--- src/rtl/dcache_mem_responder.sv ---
`timescale 1ns/1ps
`default_nettype none
// ============================================================================
// Module   : dcache_mem_responder
// Brief    : Memory-side responder for the L1 data cache. Fills whole lines
//            word-by-word from a word-wide backing port and drains byte-enabled
//            stores through a small FIFO. Stores always drain before a pending
//            line fill. Optional performance counters are enabled by the macro
//            DCACHE_MEM_RESP_PERF_EN.
// Revision : 1.0 - initial release
// ============================================================================
module dcache_mem_responder #(
  parameter int TAG_W       = 21,
  parameter int INDEX_W     = 7,
  parameter int WORDS_LOG   = 3,
  parameter int ST_FIFO_LOG = 2
) (
  input  logic                             clk,
  input  logic                             reset,
  input  logic [TAG_W+INDEX_W-1:0]         dc2memLdAddr_i,
  input  logic                             dc2memLdValid_i,
  output logic [TAG_W-1:0]                 mem2dcLdTag_o,
  output logic [INDEX_W-1:0]               mem2dcLdIndex_o,
  output logic [(32<<WORDS_LOG)-1:0]       mem2dcLdData_o,
  output logic                             mem2dcLdValid_o,
  input  logic [TAG_W+INDEX_W+WORDS_LOG-1:0] dc2memStAddr_i,
  input  logic [31:0]                      dc2memStData_i,
  input  logic [3:0]                       dc2memStByteEn_i,
  input  logic                             dc2memStValid_i,
  output logic                             mem2dcStComplete_o,
  output logic                             mem2dcStStall_o,
  output logic                             memRdEn_o,
  output logic [TAG_W+INDEX_W+WORDS_LOG-1:0] memRdAddr_o,
  input  logic [31:0]                      memRdData_i,
  input  logic                             memRdValid_i,
  output logic                             memWrEn_o,
  output logic [TAG_W+INDEX_W+WORDS_LOG-1:0] memWrAddr_o,
  output logic [31:0]                      memWrData_o,
  output logic [3:0]                       memWrByteEn_o,
  input  logic                             memWrAck_i
`ifdef DCACHE_MEM_RESP_PERF_EN
  ,
  output logic [31:0]                      perfLdLines_o,
  output logic [31:0]                      perfStores_o,
  output logic [31:0]                      perfStStallCyc_o
`endif
);

  localparam int c_LINE_A_W = TAG_W + INDEX_W;
  localparam int c_WORD_A_W = TAG_W + INDEX_W + WORDS_LOG;
  localparam int c_WORDS    = 1 << WORDS_LOG;
  localparam int c_DEPTH    = 1 << ST_FIFO_LOG;
  localparam logic [ST_FIFO_LOG:0] c_DEPTH_CNT = (ST_FIFO_LOG+1)'(c_DEPTH);

  typedef enum logic [2:0] {
    S_IDLE    = 3'd0,
    S_ST_REQ  = 3'd1,
    S_LD_REQ  = 3'd2,
    S_LD_WAIT = 3'd3,
    S_LD_RESP = 3'd4
  } stateT;

  stateT                        r_state;
  logic [WORDS_LOG-1:0]         r_beat;
  logic                         r_ldPending;
  logic [c_LINE_A_W-1:0]        r_ldAddr;
  logic [c_WORDS-1:0][31:0]     r_lineBuf;

  logic [c_WORD_A_W-1:0]        r_fifoAddr [c_DEPTH];
  logic [31:0]                  r_fifoData [c_DEPTH];
  logic [3:0]                   r_fifoBe   [c_DEPTH];
  logic [ST_FIFO_LOG-1:0]       r_wrPtr;
  logic [ST_FIFO_LOG-1:0]       r_rdPtr;
  logic [ST_FIFO_LOG:0]         r_count;

  logic                         w_full;
  logic                         w_stall;
  logic                         w_push;
  logic                         w_pop;
  logic [WORDS_LOG-1:0]         w_beatNext;

  // Stall holds new stores while full or while a fill is waiting, so any
  // queued store is always older than the pending load.
  assign w_full          = (r_count == c_DEPTH_CNT);
  assign w_stall         = w_full | r_ldPending;
  assign mem2dcStStall_o = w_stall;
  assign w_push          = dc2memStValid_i & ~w_stall;
  assign w_pop           = (r_state == S_ST_REQ) & memWrAck_i;
  assign w_beatNext      = r_beat + 1'b1;

  // Store FIFO payload; storage needs no reset since occupancy gates reads.
  always_ff @(posedge clk) begin
    if (w_push) begin
      r_fifoAddr[r_wrPtr] <= dc2memStAddr_i;
      r_fifoData[r_wrPtr] <= dc2memStData_i;
      r_fifoBe[r_wrPtr]   <= dc2memStByteEn_i;
    end
  end

  // Store FIFO pointers and occupancy.
  always_ff @(posedge clk or negedge reset) begin
    if (!reset) begin
      r_wrPtr <= '0;
      r_rdPtr <= '0;
      r_count <= '0;
    end else begin
      if (w_push) r_wrPtr <= r_wrPtr + 1'b1;
      if (w_pop)  r_rdPtr <= r_rdPtr + 1'b1;
      case ({w_push, w_pop})
        2'b10:   r_count <= r_count + 1'b1;
        2'b01:   r_count <= r_count - 1'b1;
        default: r_count <= r_count;
      endcase
    end
  end

  // Control FSM: load capture, store drain, line fill and response.
  always_ff @(posedge clk or negedge reset) begin
    if (!reset) begin
      r_state            <= S_IDLE;
      r_beat             <= '0;
      r_ldPending        <= 1'b0;
      r_ldAddr           <= '0;
      r_lineBuf          <= '0;
      mem2dcLdTag_o      <= '0;
      mem2dcLdIndex_o    <= '0;
      mem2dcLdData_o     <= '0;
      mem2dcLdValid_o    <= 1'b0;
      mem2dcStComplete_o <= 1'b0;
      memRdEn_o          <= 1'b0;
      memRdAddr_o        <= '0;
      memWrEn_o          <= 1'b0;
      memWrAddr_o        <= '0;
      memWrData_o        <= '0;
      memWrByteEn_o      <= '0;
    end else begin
      mem2dcLdValid_o    <= 1'b0;
      mem2dcStComplete_o <= 1'b0;
      memRdEn_o          <= 1'b0;

      // Only one miss is ever outstanding; extra requests are ignored.
      if (dc2memLdValid_i && !r_ldPending) begin
        r_ldPending <= 1'b1;
        r_ldAddr    <= dc2memLdAddr_i;
      end

      case (r_state)
        S_IDLE: begin
          if (r_count != '0) begin
            r_state       <= S_ST_REQ;
            memWrEn_o     <= 1'b1;
            memWrAddr_o   <= r_fifoAddr[r_rdPtr];
            memWrData_o   <= r_fifoData[r_rdPtr];
            memWrByteEn_o <= r_fifoBe[r_rdPtr];
          end else if (r_ldPending) begin
            r_state     <= S_LD_REQ;
            memRdEn_o   <= 1'b1;
            memRdAddr_o <= {r_ldAddr, r_beat};
          end
        end
        S_ST_REQ: begin
          if (memWrAck_i) begin
            memWrEn_o          <= 1'b0;
            mem2dcStComplete_o <= 1'b1;
            r_state            <= S_IDLE;
          end
        end
        S_LD_REQ: begin
          r_state <= S_LD_WAIT;
        end
        S_LD_WAIT: begin
          if (memRdValid_i) begin
            r_lineBuf[r_beat] <= memRdData_i;
            r_beat            <= w_beatNext;
            if (r_beat == '1) begin
              r_state <= S_LD_RESP;
            end else begin
              r_state     <= S_LD_REQ;
              memRdEn_o   <= 1'b1;
              memRdAddr_o <= {r_ldAddr, w_beatNext};
            end
          end
        end
        S_LD_RESP: begin
          mem2dcLdValid_o <= 1'b1;
          mem2dcLdTag_o   <= r_ldAddr[c_LINE_A_W-1:INDEX_W];
          mem2dcLdIndex_o <= r_ldAddr[INDEX_W-1:0];
          mem2dcLdData_o  <= r_lineBuf;
          r_ldPending     <= 1'b0;
          r_beat          <= '0;
          r_state         <= S_IDLE;
        end
        default: r_state <= S_IDLE;
      endcase
    end
  end

`ifdef DCACHE_MEM_RESP_PERF_EN
  // Saturating event counters for fills, completed stores and stall cycles.
  always_ff @(posedge clk or negedge reset) begin
    if (!reset) begin
      perfLdLines_o    <= '0;
      perfStores_o     <= '0;
      perfStStallCyc_o <= '0;
    end else begin
      if (mem2dcLdValid_o && (perfLdLines_o != 32'hFFFF_FFFF))
        perfLdLines_o <= perfLdLines_o + 32'd1;
      if (mem2dcStComplete_o && (perfStores_o != 32'hFFFF_FFFF))
        perfStores_o <= perfStores_o + 32'd1;
      if (w_stall && (perfStStallCyc_o != 32'hFFFF_FFFF))
        perfStStallCyc_o <= perfStStallCyc_o + 32'd1;
    end
  end
`endif

endmodule
`default_nettype wire

--- config.mk ---
export PLATFORM = sky130hd
export DESIGN_NAME = dcache_mem_responder
export DESIGN_NICKNAME = d
export VERILOG_FILES = /design/src/rtl/dcache_mem_responder.sv
export SDC_FILE = /design/constraint.sdc
export NUM_CORES = 1
export LEC_CHECK = 0
export CAP_MARGIN = 20
export CORE_ASPECT_RATIO = 1.1
export CORE_MARGIN = 4
export CORE_UTILIZATION = 45
export CTS_CLUSTER_SIZE = 14
export DETAILED_ROUTE_END_ITERATION = 6
export PLACE_DENSITY = 0.72
export SYNTH_ARGS = -nofsm -noshare
export SYNTH_HDL_FRONTEND = slang
export SYNTH_SLANG_ARGS = --single-unit
--- constraint.sdc ---
create_clock -name clk -period 4.25 [get_ports clk]
set_input_delay 0.425 -clock clk [delete_from_list [all_inputs] [get_ports clk]]
set_output_delay 0.425 -clock clk [all_outputs]
set_load 0.01 [all_outputs]
==> qor.txt <==
H-Tree Level Count: 3
layer with the highest usage: met2
Critical-path top delay cell: or4b_1
final hold viol count: 0
iteration-0 DRC count of the detailed router: 1086
met2 Use GR: 32.9%
post-cts resize count: 0
met1 usage: 25.1%
top-count cell post-synth: dfrtp_1
Crit. End Element: flop
Net Switching: 7.61 mW
DRT Pass-1 Iters: 5
hold crit path type: input port to flop
Post-Syn Area per Cell: 19.0 um2
main area contributors after synthesis: dfrtp_1 (48%), edfxtp_1 (23%), mux2_2 (21%)
Clock Skews: 40.1 ps
via count: 18400
EDFF count, synth: 268
core area: 77600 um2
total power draw: 28.7 mW
family with the most delay on the worst path: simple AND/OR/NAND/NOR gates
# IOs: 520
Die Y: 302 um
starting density of the core: 45.5%
share of layout cells above drive strength 1: 37.6%
die area: 83000 um2
synth cell count leaders: dfrtp_1 (684), mux2_2 (661), edfxtp_1 (268)
Gate power share: 24.3%
Total Nets Final: 2562
DR WL/cell: 23.3 um
hold buffer count at cts: 1
Worst-path clk slew: 70 ps
root buffer cell: clkbuf_16
post-layout minimum cycle time: 2640 ps
clock sink count: 952
DP HPWL: 54.9 mm
Worst-Margin Slew: 1050 ps
drt drc: 0
Mapped Cells: 1857
Yosys reg bits: 952
number of global-route vias before repair: 20100
VDD IR-drop max: 557 uV
GR Overflow Total: 0
initial antenna violation count: 11
Antenna Nets Post-Route: 0
Synth Warn #: 0
drt total wl: 82.7 mm
Crit Path Max Fanout: 18
slowest cell delay on critical path: 610 ps
internal power: 21.0 mW
post-synthesis sequential area ratio: 71.3%
final period utilization: 62.2%
latest clock arrival within the worst-skew pair: 660 ps
Slew headroom: 29.9%
placer congestion estimate: 0.763
Netlist Area Pre-Place: 35300 um2
post-synth cell types: 43
met3 Use GR: 6.00%
setup TNS: 0 ps
WS Path Type: flop to flop
Pins Over Slew Limit: 0
sequential share of power: 44.9%
Synth area leader: dfrtp_1
first-pass GRT wire length: 125 mm
CP Data Required Time: 4790 ps
Setup Fix Bufs, Post-CTS: 0
Die Width: 275 um
Buffers on Ports: 519
Worst Setup Start Kind: flop
LEAKAGE: 19.3 nW
PD cells: 633 nW/um2
syn_nets: 1998
outcome: finished, final reports clean
Synth async-reset ratio: 71.8%
CTS max path bufs: 3
CTS buffer count: 93
layout overhead on the synthesized area: 28.2%
gr usage total: 19.7%
Max Clock Freq: 378 MHz
TritonCTS clock tree: done
final setup fails: 0
pin count of the biggest net entering global routing: 140
Buffers & Inverters on Critical Path: 1
vias per cell: 5.21
MaxCap Viol Count: 0
ys flop type: dfrtp_1
share of the synthesized area in the top cell type: 48.5%
sw frac: 26.6%
Clk network pwr share: 30.8%
CP Data Arrival Time: 3180 ps
RSZ-0062 raised after global routing: false
crit-path cells: or4b_1 -> o22ai_4 -> buf_4 -> mux2_2
row count: 107
-- through the flow --
step	hold slack, ps	worst slack (ps)	instances	cell area, um2	utilization (%)
finish	376	1610	3540	45300	58.3
detailed placement	479	1270	3360	41800	53.9
floorplan	129	1200	1857	35300	-
global route	355	1470	3536	45200	58.3
global placement	466	1350	3360	41800	53.9
CTS	328	1550	3532	45200	58.3
-- layout by cell type, fill, tap and decap left out, types with 2 or more instances in the layout --
cell             netlist  routed
a211oi_1               2       2
a21oi_1                4       4
and2_2                 0       4
buf_12                 0      13
buf_4                 11      28
bufinv_16              0      12
clkbuf_1              10      15
clkbuf_16              0      95
clkbuf_8               0      25
clkdlybuf4s50_1        0     518
clkinv_1               0       2
clkinv_16              0       5
clkinv_2               0      12
clkinvlp_4             0       4
dfrtp_1              684     682
diode_2                0       8
edfxtp_1             268     268
ha_1                   7       7
inv_1                  9       9
mux2_1                 8       8
mux2_2               661     661
mux4_2                67      67
nand2_1                4       3
nand4b_1               2       2
nor2_1                 7       7
nor4b_4                2       2
o21ai_0                5       5
o22ai_1                2       2
xnor2_1                4       4
xor2_1                 3       3
-- metal layers --
metal  wire length, um  up-vias
met3              6370      108
met5                47        -
met4              2070        6
met2             40900      555
li1                  -     8004
met1             33200     9753
-- worst paths after layout --
check / from / end / slack (ps) / cells past startpoint
worst max-delay path: r_state[0] / memRdAddr_o[20] / 1610 / 4
worst min-delay path: dc2memLdAddr_i[14] / r_ldAddr[14] / 380 / 2
worst max register to register: r_state[0] / memRdAddr_o[20] / 1610 / 4
worst min register to register: r_lineBuf[141] / mem2dcLdData_o[141] / 480 / 1
max in group asynchronous: reset / r_ldAddr[13] / 2700 / 3
min in group asynchronous: reset / mem2dcLdData_o[168] / 460 / 2
-- cell families after synthesis --
logic type                 count (synthesis)  share of synthesized area, %
DFF                                      952                          71.3
muxes                                    737                          25.6
buffers and inverters                    101                          1.49
and+or+nand+nor                           35                         0.797
AOI/OAI and AO/OA                         17                         0.312
adders and majority gates                  8                         0.305
xor gates and xnor gates                   7                         0.174
-- registers in the layout, indices dropped and copies added, names as in the netlist, 16 cells and up --
name,count
mem2dcLdData_o,256
r_lineBuf,256
r_fifoData,128
r_fifoAddr,124
memWrData_o,32
memRdAddr_o,31
memWrAddr_o,31
r_ldAddr,28
mem2dcLdTag_o,21
r_fifoBe,16
-- worst register-to-register path: cells and delay by family (launching register included) --
kind                   cells  cell delay [ps]
and+or+nand+nor            1              610
AOI/OAI and AO/OA          1              590
DFF                        1              550
buffers and inverters      1              400
muxes                      1              380
-- final cells by class --
cell class / instances / area (um2)
Fill cell: 5719 / 32400
Multi-Input combinational cell: 804 / 9650
Tap cell: 1035 / 1290
Sequential cell: 952 / 25200
Clock buffer: 135 / 2780
Clock inverter: 36 / 628
Timing Repair Buffer: 561 / 5680
Inverter: 9 / 33.8
Antenna cell: 8 / 20.0
-- power groups by stage --
stage / registers, mW / clock network, mW / logic, mW
floorplan: 12.9 / 0 / 3.52
global placement: 12.9 / 0 / 6.83
detailed placement: 13.0 / 0 / 7.02
CTS: 12.9 / 9.05 / 7.08
global route: 13.1 / 9.47 / 7.45
finish: 12.9 / 8.83 / 6.95
(Power assumes the default switching activity.)
